$ cat config.mk
export PLATFORM = sky130hd
export DESIGN_NAME = rst_seq_ctrl
export DESIGN_NICKNAME = d
export VERILOG_FILES = /design/src/rtl/rst_seq_ctrl.sv
export SDC_FILE = /design/constraint.sdc
export NUM_CORES = 1
export LEC_CHECK = 0
export ABC_AREA = 1
export ABC_CLOCK_PERIOD_IN_PS = 2000
export CELL_PAD_IN_SITES_DETAIL_PLACEMENT = 0
export CELL_PAD_IN_SITES_GLOBAL_PLACEMENT = 1
export CORE_ASPECT_RATIO = 1.2
export CORE_MARGIN = 10
export CORE_UTILIZATION = 30
export CTS_BUF_LIST = sky130_fd_sc_hd__clkbuf_8
export DETAILED_ROUTE_END_ITERATION = 12
export DONT_BUFFER_PORTS = 1
export GPL_TIMING_DRIVEN = 0
export PLACE_DENSITY_LB_ADDON = 0.12
export SETUP_SLACK_MARGIN = 0.1
export SLEW_MARGIN = 25
export SYNTH_ARGS = -nofsm -noshare
export SYNTH_HDL_FRONTEND = slang
export SYNTH_SLANG_ARGS = --single-unit
export TNS_END_PERCENT = 30
$ cat constraint.sdc
create_clock -name clk -period 2 [get_ports clk]
set_input_delay 0.4 -clock clk [delete_from_list [all_inputs] [get_ports clk]]
set_output_delay 0.4 -clock clk [all_outputs]
set_load 0.01 [all_outputs]
$ cat src/rtl/rst_seq_ctrl.sv
// Reset sequencer: asserts all domain resets together, then releases them in index order.
// Latency: domain 0 is released dly_cfg+1 edges after reset ends; each later domain follows its predecessor's ack by dly_cfg+2 edges.
// Backpressure: each release waits for that domain's ack, or for TO_CYC cycles before a sticky timeout flag is set.
module rst_seq_ctrl #(
  parameter int NUM_DOM = 4,
  parameter int CNT_W   = 8,
  parameter int TO_CYC  = 32
) (
  input  logic                       clk,
  input  logic                       sync_rst_n,   // active-high asynchronous reset
  input  logic                       sw_rst_req,
  input  logic [CNT_W-1:0]           dly_cfg,
  input  logic [NUM_DOM-1:0]         dom_ack,
  output logic [NUM_DOM-1:0]         dom_rst_n,
  output logic                       busy,
  output logic                       done,
  output logic                       timeout_err,
  output logic [$clog2(NUM_DOM)-1:0] cur_dom
);

  localparam int DOM_W = $clog2(NUM_DOM);
  localparam int TO_W  = $clog2(TO_CYC);
  localparam logic [DOM_W-1:0] LAST_DOM = DOM_W'(NUM_DOM - 1);
  localparam logic [TO_W-1:0]  TO_LAST  = TO_W'(TO_CYC - 1);

  typedef enum logic [1:0] {
    ST_GAP      = 2'd0,
    ST_WAIT_ACK = 2'd1,
    ST_DONE     = 2'd2
  } state_t;

  state_t          state;
  logic [CNT_W-1:0] gap_cnt;
  logic [TO_W-1:0]  to_cnt;

  // Sequencer FSM; every output is a register updated here.
  always_ff @(posedge clk or posedge sync_rst_n) begin
    if (sync_rst_n) begin
      state       <= ST_GAP;
      dom_rst_n   <= '0;
      busy        <= 1'b1;
      done        <= 1'b0;
      timeout_err <= 1'b0;
      cur_dom     <= '0;
      gap_cnt     <= '0;
      to_cnt      <= '0;
    end else if (sw_rst_req) begin
      // A held request parks the block here with counters cleared.
      state       <= ST_GAP;
      dom_rst_n   <= '0;
      busy        <= 1'b1;
      done        <= 1'b0;
      timeout_err <= 1'b0;
      cur_dom     <= '0;
      gap_cnt     <= '0;
      to_cnt      <= '0;
    end else begin
      case (state)
        ST_GAP: begin
          // dly_cfg is compared live; a counter already past it wraps around.
          if (gap_cnt == dly_cfg) begin
            dom_rst_n[cur_dom] <= 1'b1;
            to_cnt             <= '0;
            state              <= ST_WAIT_ACK;
          end else begin
            gap_cnt <= gap_cnt + 1'b1;
          end
        end
        ST_WAIT_ACK: begin
          // An ack on the expiry edge wins over the timeout.
          if (dom_ack[cur_dom] || (to_cnt == TO_LAST)) begin
            if (!dom_ack[cur_dom]) begin
              timeout_err <= 1'b1;
            end
            if (cur_dom == LAST_DOM) begin
              state     <= ST_DONE;
              busy      <= 1'b0;
              done      <= 1'b1;
              dom_rst_n <= '1;
            end else begin
              cur_dom <= cur_dom + 1'b1;
              gap_cnt <= '0;
              state   <= ST_GAP;
            end
          end else begin
            to_cnt <= to_cnt + 1'b1;
          end
        end
        ST_DONE: begin
          dom_rst_n <= '1;
          busy      <= 1'b0;
          done      <= 1'b1;
        end
        default: begin
          state <= ST_GAP;
        end
      endcase
    end
  end

endmodule

==> flow_summary_export.csv, run 1 <==
group,metric,value,unit
yosys,yosysWarnings,0,
critical_path,worstPathArrival,1.95,ns
cts,cts_resized,0,
detailed_routing,routedWlPerCell,13.6,um
die,rows,30,
finish,n_antenna_cell,0,
detailed_routing,antenna_left,0,
finish,final_nets,273,
power_and_ir_drop,vdd.ir_drop.worst,0.432,mV
critical_path,cp-end-kind,"flip-flop",
finish,regArea,602,sq um
finish,drive_gt1_share,11.8,%
sta,fmax,561,MHz
yosys,synth_edf_count,0,
yosys,syn-cell-area,0.00171,sq mm
detailed_routing,routed_wl,4210,um
cts,cts_made_buffers,3,
yosys,synth_ff_type,"dfrtp_1",
global_route,grt_max_degree,25,
finish,area_growth,8.51,%
critical_path,cp.required,2.17,ns
sta,slew_headroom,63.5,%
sta,setup_violations,0,
yosys,synthCells,242,
critical_path,worstReg2RegStart,"to_cnt[0]",
cts,cts_setup_buffers,0,
die,ios,24,
cts,postCtsHoldBufs,0,
die,die_area,0.00911,sq mm
cts,cts_tree,"yes",
global_route,grt_overflow,0,
critical_path,worstPathMaxFanout,5,
placement,place_congestion,0.709,
detailed_routing,drt_pre_antenna_iters,4,
cts,root_buffer,"clkbuf_8",
cts,cts_max_path_buffers,2,
sta,holdWs,0.0477,ns
yosys,ys_types,23,
sta,rsz0062_at_grt,"true",
sta,min_period_over_period,89.2,%
sta,fin_setup_tns,0,ns
cts,clkTransAtPathRegs,0.09,ns
cts,cts.sinks,24,
power_and_ir_drop,p_leak,0.949,nW
finish,multi_input_area,973,sq um
sta,fin_crit,1.78,ns
yosys,synthArstFlopShare,100,%
cts,htree_levels,1,
global_route,grt_pass1_vias,1444,
global_route,antenna_found_initial,0,
placement,pre_cts_ws,0.141,ns
finish,layout_commonest_cell,"nand2_1",
global_route,grtUsageTotal,9.97,%
yosys,syn_area_per_cell,7.05,sq um
detailed_routing,drc_errors,0,
critical_path,worstSetupPathType,"reg2reg",
finish,fillCellCount,637,
detailed_routing,vias,1463,
critical_path,critPathLaunch,"to_cnt[0]",
detailed_routing,drt_iter0_markers,47,
yosys,synth_nets,268,
sta,setup_ws,0.216,ns
placement,portBuffers,0,
hold_path,hp-class,"in2async",
outcome,status,"finished, final reports clean",
placement,hpwl,3260,um
yosys,yosysSeqAreaShare,35.3,%
sta,worstMarginPinSlew,0.547,ns
die,initial_core_util,30.5,%
job,max_cap_violations,0,
critical_path,startpoint_type,"flip-flop",
die,coreArea,0.00559,sq mm
critical_path,r2r_cells,10,
power_and_ir_drop,powerDensity,1040,mW/mm^2
sta,finalMaxSlewViolations,0,
die,die_height,103,um
cts,worstSkewPairLatency,0.27,ns
yosys,synth.ff_latch_count,24,
sta,finalHoldViolations,0,
die,die_x,88.8,um
finish,layout_common_cells,"nand2_1 (85), nor2_1 (26), inv_1 (25)",
finish,final_util,33.1,%
detailed_routing,via_per_inst,4.72,
global_route,grt_pass1_wl,7180,um
sta,clock-skew-final,0.00424,ns
## report_power, final
part | internal [mW] | leakage, nW | switching, mW
combinational | 0.290 | 0.600 | 0.558
clock | 0.138 | 0.0269 | 0.167
sequential | 0.601 | 0.321 | 0.177
## synthesized netlist by cell type (2+ instances only)
cell	instances	area share, %
a21oi_1	5	1.5
inv_1	25	5.5
nand3_4	2	2.1
inv_2	8	1.8
nor2_1	27	5.9
o21ai_0	3	0.88
nor3b_1	3	1.3
buf_2	2	0.59
xnor2_1	5	2.6
nand2_2	5	1.8
nand3_2	2	1.2
ha_1	11	8.1
nand2_1	85	19
nand3_1	13	3.8
nand4_1	15	5.5
dfrtp_1	23	34
xor2_1	2	1.0
## path summary, 6_finish.rpt
check | to | slack, ns
worst max-delay path | to_cnt[1] | 0.22
min in group clk | busy | 0.27
max in group asynchronous | busy | 1.57
worst min-delay path | gap_cnt[2] | 0.05
worst min register to register | busy | 0.49
worst max register to register | to_cnt[1] | 0.22
## registers in the layout, indices dropped and copies added, names as in the netlist
| register | cells |
|---|---|
| state | 2 |
| to_cnt | 5 |
| timeout_err | 1 |
| busy | 1 |
| done | 1 |
| cur_dom | 2 |
| gap_cnt | 8 |
| dom_rst_n | 4 |
## cell type report
| cell class | instances | area share (%) |
|---|---|---|
| multi-input combinational | 182 | 52.6 |
| buffer | 3 | 1.28 |
| clock inverter | 1 | 0.203 |
| clock buffer | 3 | 2.23 |
| inverter | 33 | 6.83 |
| tap | 64 | 4.33 |
| sequential | 24 | 32.5 |
## critical path, cell delays in order (launching register included)
cell and delay [ns]:
dfrtp_1 0.43, ha_1 0.23, nand2_1 0.09, nor2_1 0.05, ha_1 0.18, inv_1 0.10, nand2_1 0.10, a21oi_2 0.24
nand2_2 0.14, nand2_1 0.08, nand2_1 0.05
## metal layers
layer	vias up	wire length, um	track usage, %
li1	775	-	-
met1	665	1870	12.3
met2	21	2070	16.9
met3	2	234	1.90
met4	0	36	3.36
met5	-	0	0
## kinds of logic (layout without fill, tap and decap cells)
family                     after synthesis  after routing  share of synthesized area, %
AOI/OAI and AO/OA                       10             10                          3.15
adders and majority gates               11             11                          8.07
and+or+nand+nor                        154            154                          41.4
xor gates and xnor gates                 7              7                          3.60
DFF                                     24             24                          35.3
buffers and inverters                   36             40                          8.51
## metrics by stage
step                      cells  total power [mW]  area [sq um]
final                       310              1.93          1850
after CTS                   310              1.95          1830
after global placement      306              1.64          1790
after global routing        310              2.12          1850
after floorplan             242              1.40          1710
after detailed placement    306              1.63          1790
Note: power is estimated with default switching activity, not from simulation.
==> inputs of run 2 (changes only) <==
--- a/config.mk
+++ b/config.mk
@@ -6,7 +6,7 @@
 export NUM_CORES = 1
 export LEC_CHECK = 0
 export ABC_AREA = 1
-export ABC_CLOCK_PERIOD_IN_PS = 2000
+export ABC_CLOCK_PERIOD_IN_PS = 1530
 export CELL_PAD_IN_SITES_DETAIL_PLACEMENT = 0
 export CELL_PAD_IN_SITES_GLOBAL_PLACEMENT = 1
 export CORE_ASPECT_RATIO = 1.2
@@ -16,6 +16,7 @@
 export DETAILED_ROUTE_END_ITERATION = 12
 export DONT_BUFFER_PORTS = 1
 export GPL_TIMING_DRIVEN = 0
+export HOLD_SLACK_MARGIN = 0.12
 export PLACE_DENSITY_LB_ADDON = 0.12
 export SETUP_SLACK_MARGIN = 0.1
 export SLEW_MARGIN = 25
==> constraint.sdc (replaced) <==
create_clock -name clk -period 1.53 [get_ports clk]
set_input_delay 0.306 -clock clk [delete_from_list [all_inputs] [get_ports clk]]
set_output_delay 0.306 -clock clk [all_outputs]
set_load 0.01 [all_outputs]
==> flow_summary_export.csv, run 2 (same netlist as run 1, synthesis figures left out) <==
group,metric,value,unit
outcome,status,"complete, but fails checks",
outcome,violations,"setup timing",
critical_path,r2r_slack,-0.03,ns
cts,worstSkewPairLatency,0.28,ns
sta,setup_ws,-0.0260,ns
finish,layout_commonest_cell,"nand2_1",
sta,holdWs,0.186,ns
global_route,grt_pass1_vias,1561,
detailed_routing,drt_pre_antenna_iters,4,
power_and_ir_drop,power_frac_comb,48.8,%
detailed_routing,vias,1542,
critical_path,critPathCapture,"gap_cnt[2]",
detailed_routing,routed_wl,4630,um
finish,final_nets,291,
finish,largestRegisters,"gap_cnt x8, to_cnt x5, dom_rst_n x4",
sta,finalHoldViolations,0,
placement,place_congestion,0.703,
critical_path,startpoint_type,"flip-flop",
job,max_cap_violations,0,
critical_path,cp.required,1.70,ns
sta,fmax,643,MHz
finish,n_antenna_cell,0,
power_and_ir_drop,p_sw_share,45.1,%
die,initial_core_util,30.5,%
finish,fillCellCount,601,
sta,min_period_over_period,102,%
power_and_ir_drop,power.net_switching,1.31,mW
global_route,grt_overflow,0,
global_route,met1_usage,12.8,%
detailed_routing,routedWlPerCell,14.1,um
power_and_ir_drop,seqPwrFrac,35.2,%
power_and_ir_drop,p_leak,1.04,nW
power_and_ir_drop,vdd.ir_drop.worst,0.555,mV
critical_path,worstPathMaxFanout,10,
detailed_routing,drc_errors,0,
cts,cts_tree,"yes",
detailed_routing,antenna_left,0,
sta,finalMaxSlewViolations,0,
detailed_routing,via_per_inst,4.70,
global_route,antenna_found_initial,0,
die,coreArea,0.00559,sq mm
detailed_routing,drt_iter0_markers,62,
global_route,grtUsageTotal,10.7,%
critical_path,cp-end-kind,"flip-flop",
hold_path,hp-class,"in2reg",
die,die_area,0.00911,sq mm
cts,root_buffer,"clkbuf_8",
critical_path,critPathLaunch,"to_cnt[1]",
sta,fin_crit,1.56,ns
finish,layout_common_cells,"nand2_1 (79), nor2_1 (23), inv_1 (22)",
cts,cts.sinks,24,
placement,hpwl,3330,um
finish,largest_reg_flops,8,
placement,portBuffers,0,
cts,clkTransAtPathRegs,0.09,ns
global_route,grt_use_met2,18.2,%
power_and_ir_drop,total_power,2.89,mW
finish,drive_gt1_share,26.9,%
critical_path,worstPathArrival,1.73,ns
finish,regMostFlops,"gap_cnt",
global_route,grt_pass1_wl,7670,um
cts,htree_levels,1,
die,die_x,88.8,um
power_and_ir_drop,clockPowerShare,16.0,%
critical_path,worstReg2RegStart,"to_cnt[1]",
cts,cts_max_path_buffers,2,
global_route,met3_usage,2.45,%
global_route,grt_max_degree,25,
die,rows,30,
power_and_ir_drop,intPower,1.59,mW
critical_path,worstSetupPathType,"reg2reg",
sta,clock-skew-final,0.00574,ns
sta,setup_violations,14,
global_route,busiest_layer,"met2",
critical_path,r2r_cells,9,
power_and_ir_drop,powerDensity,1360,mW/mm^2
sta,worstMarginPinSlew,0.555,ns
sta,rsz0062_at_grt,"true",
die,ios,24,
cts,cts_made_buffers,3,
finish,area_growth,24.4,%
critical_path,r2r_end,"gap_cnt[2]",
sta,slew_headroom,62.9,%
die,die_height,103,um
==> run 2: changes by cell type in the layout (fill, tap and decap cells not counted), moves of 2 or more <==
cell / delta
buf_4: +14
nand2_1: -6
inv_1: -3
dfrtp_1: -7
ha_4: +2
nor2_1: -3
nand2_2: +5
ha_2: +2
nor2_4: +3
dfrtp_2: +7
ha_1: -4
==> run 2: worst min-delay path by stage <==
stage / cells past startpoint / to / slack [ns] / from
4_1_cts: 2 / busy / 0.19 / sw_rst_req
3_3_place_gp: 2 / to_cnt[4] / 0.47 / to_cnt[4]
3_5_place_dp: 2 / busy / 0.48 / sw_rst_req
5_1_grt: 2 / busy / 0.20 / sw_rst_req
2_1_floorplan: 1 / cur_dom[0] / 0.32 / sync_rst_n
6_report: 2 / busy / 0.19 / sw_rst_req
==> run 2: final cells by class <==
cell class                 count  area (sq um)  area share, %
multi-input combinational    182          1070           50.6
sequential                    24           611           28.8
timing repair buffer          17           134           6.31
inverter                      33           129           6.08
tap                           64          80.1           3.78
clock buffer                   4          55.1           2.60
buffer                         3          31.3           1.47
timing repair inverter         1          7.51          0.354
==> run 2: power by group through the flow <==
stage,Clock (mW),Combinational (mW),Sequential (mW)
6_report,0.462,1.41,1.02
5_1_grt,0.506,1.62,1.05
4_1_cts,0.476,1.35,1.03
3_5_place_dp,0,1.16,1.04
3_3_place_gp,0,1.16,1.04
2_1_floorplan,0,0.933,0.972
==> run 2: critical path: stages, from the launching register on <==
cell and delay [ns]:
dfrtp_1 0.40, ha_2 0.19, nand2_2 0.07, nor2_2 0.04, ha_2 0.17, inv_2 0.08
nand3_4 0.15, buf_6 0.19, nand4_1 0.09, nand2_1 0.06
==> run 2: per-layer routing <==
layer  routed length [um]  up-vias  share of wire, %
met4                   64        0               1.4
li1                     -      806                 -
met1                 2030      706                44
met3                  225        5               4.9
met5                    0        -                 0
met2                 2300       25                50
==> run 2: timing repair <==
item                                    4_1_cts  5_1_grt
hold buffers                                  0        1
hold endpoints to repair                      0       23
pin swaps                                    14        6
gates cloned                                  1        0
resized for setup                            18       12
endpoints found under the setup margin       23       23
buffers inserted                             10        6
==> run 2: per-stage QoR <==
| step | util, % | cell area, sq um | instances | setup slack [ns] | setup TNS, ns |
|---|---|---|---|---|---|
| finish | 37.9 | 2120 | 328 | -0.0260 | -0.180 |
| floorplan | - | 1750 | 242 | 0.0787 | 0 |
| global placement | 32.7 | 1830 | 306 | -0.176 | -2.89 |
| global route | 37.9 | 2120 | 328 | -0.136 | -2.33 |
| detailed placement | 32.7 | 1830 | 306 | -0.173 | -2.80 |
| CTS | 36.2 | 2030 | 321 | -0.0587 | -0.877 |
==> inputs of run 3 (changes only) <==
--- a/config.mk
+++ b/config.mk
@@ -10,7 +10,7 @@
 export CELL_PAD_IN_SITES_DETAIL_PLACEMENT = 0
 export CELL_PAD_IN_SITES_GLOBAL_PLACEMENT = 1
 export CORE_ASPECT_RATIO = 1.2
-export CORE_MARGIN = 10
+export CORE_MARGIN = 3
 export CORE_UTILIZATION = 30
 export CTS_BUF_LIST = sky130_fd_sc_hd__clkbuf_8
 export DETAILED_ROUTE_END_ITERATION = 12
==> flow_summary_export.csv, run 3 (same netlist as run 1, synthesis figures left out) <==
group,metric,value,unit
finish,layout_commonest_cell,"nand2_1",
die,die_height,88.6,um
critical_path,worstPathMaxFanout,10,
global_route,grtUsageTotal,14.0,%
critical_path,worstReg2RegStart,"to_cnt[0]",
finish,n_antenna_cell,0,
sta,min_period_over_period,104,%
cts,root_buffer,"clkbuf_8",
placement,place_congestion,0.744,
power_and_ir_drop,p_sw_share,46.2,%
placement,pre_cts_ws,-0.208,ns
power_and_ir_drop,power.net_switching,1.29,mW
sta,finalHoldViolations,0,
die,ios,24,
job,max_cap_violations,0,
critical_path,startpoint_type,"flip-flop",
hold_path,whs_path_depth,2,
cts,cts_made_buffers,3,
die,die_x,74.8,um
power_and_ir_drop,vdd.ir_drop.worst,0.724,mV
sta,fin_setup_tns,-0.719,ns
cts,cts_tree,"yes",
detailed_routing,via_per_inst,4.77,
finish,fin_area,0.00208,sq mm
power_and_ir_drop,p_leak,1.03,nW
finish,final_nets,287,
finish,largestRegisters,"gap_cnt x8, to_cnt x5, dom_rst_n x4",
power_and_ir_drop,seqPwrFrac,36.5,%
critical_path,r2r_slack,-0.06,ns
critical_path,r2r_cells,9,
outcome,violations,"setup timing",
sta,worstMarginPinSlew,0.523,ns
sta,setup_ws,-0.0599,ns
detailed_routing,drt_pre_antenna_iters,4,
sta,finalMaxSlewViolations,0,
outcome,status,"complete, but fails checks",
critical_path,critPathLaunch,"to_cnt[0]",
detailed_routing,routed_wl,4310,um
sta,fmax,629,MHz
sta,clock-skew-final,0.000955,ns
detailed_routing,drt_iter0_markers,41,
finish,area_growth,22.1,%
cts,htree_levels,1,
detailed_routing,antenna_left,0,
die,rows,29,
sta,rsz0062_at_grt,"true",
global_route,antenna_found_initial,0,
finish,drive_gt1_share,25.0,%
sta,slew_headroom,65.1,%
power_and_ir_drop,intPower,1.50,mW
die,coreArea,0.00541,sq mm
critical_path,worstSetupPathType,"reg2reg",
finish,largest_reg_flops,8,
finish,layout_common_cells,"nand2_1 (81), nor2_1 (23), inv_1 (21)",
placement,portBuffers,0,
critical_path,r2r_end,"gap_cnt[0]",
hold_path,hold_end,"busy",
cts,clkTransAtPathRegs,0.09,ns
sta,fin_crit,1.59,ns
finish,final_util,38.5,%
global_route,grt_pass1_vias,1540,
power_and_ir_drop,powerDensity,1340,mW/mm^2
detailed_routing,vias,1537,
cts,cts.sinks,24,
critical_path,cp.required,1.70,ns
critical_path,cp-end-kind,"flip-flop",
placement,hpwl,3160,um
hold_path,holdCritStartpoint,"sw_rst_req",
cts,cts_max_path_buffers,2,
placement,dpl_cell_area,0.00183,sq mm
cts,worstSkewPairLatency,0.27,ns
global_route,grt_overflow,0,
hold_path,hp-class,"in2reg",
critical_path,worstPathArrival,1.76,ns
finish,regMostFlops,"gap_cnt",
global_route,grt_max_degree,25,
global_route,grt_pass1_wl,7170,um
sta,setup_violations,20,
die,die_area,0.00663,sq mm
detailed_routing,drc_errors,0,
power_and_ir_drop,clockPowerShare,14.2,%
die,initial_core_util,31.5,%
detailed_routing,routedWlPerCell,13.4,um
power_and_ir_drop,power_frac_comb,49.2,%
## run 3: cell types whose count changed in the layout (fill, tap and decap cells not counted), sizes merged
| cell | delta |
|---|---|
| buf | -3 |
| clkbuf | -1 |
| clkinvlp | -1 |
| inv | +1 |
## run 3: power by group through the flow
stage               registers (mW)  clock network [mW]  logic [mW]
floorplan                    0.972                   0       0.933
global placement              1.03                   0        1.18
detailed placement            1.03                   0        1.18
CTS                           1.02               0.415        1.31
global route                  1.05               0.438        1.57
finish                        1.02               0.397        1.38
## run 3: cell type report
cell class                      count  area (sq um)
Fill cell                         590          3320
Clock inverter                      1          3.75
Clock buffer                        3          41.3
Multi-Input combinational cell    182          1080
Inverter                           33           129
Timing Repair Buffer               14           111
Buffer                              3          31.3
Sequential cell                    24           609
Tap cell                           62          77.6
## run 3: timing repair
| item | in CTS | in global routing |
|---|---|---|
| setup endpoints to repair | 23 | 23 |
| pin swaps | 12 | 8 |
| hold buffers | 1 | 0 |
| setup buffers | 7 | 6 |
| resized for setup | 12 | 21 |
| hold endpoints to repair | 23 | 0 |
## run 3: worst max-delay path by stage
stage	slack, ns	to
floorplan	0.08	to_cnt[1]
global placement	-0.23	gap_cnt[7]
detailed placement	-0.21	gap_cnt[7]
CTS	-0.08	state[0]
global route	-0.14	dom_rst_n[2]
finish	-0.06	gap_cnt[0]
## run 3: critical path: stages, from the launching register on
cell	delay [ns]
dfrtp_1	0.41
ha_2	0.19
nand2_2	0.07
nor2_2	0.04
ha_2	0.17
inv_2	0.09
nand3_4	0.17
buf_6	0.20
nand4_1	0.09
nand2_1	0.06
## run 3: metrics by stage
step                      instances  hold slack [ns]  power [mW]
after detailed placement        304            0.278        2.21
after global placement          304            0.468        2.21
after CTS                       316            0.176        2.75
after global routing            322            0.182        3.05
final                           322            0.180        2.79
after floorplan                 242            0.320        1.91
## run 3: metal layers
layer  GRT usage (%)  part of all wire [%]  up-vias
met3            1.93                   3.3        4
li1                -                     -      803
met4            3.88                   1.1        0
met2            25.0                    51       22
met1            17.2                    44      708
met5               0                     0        -
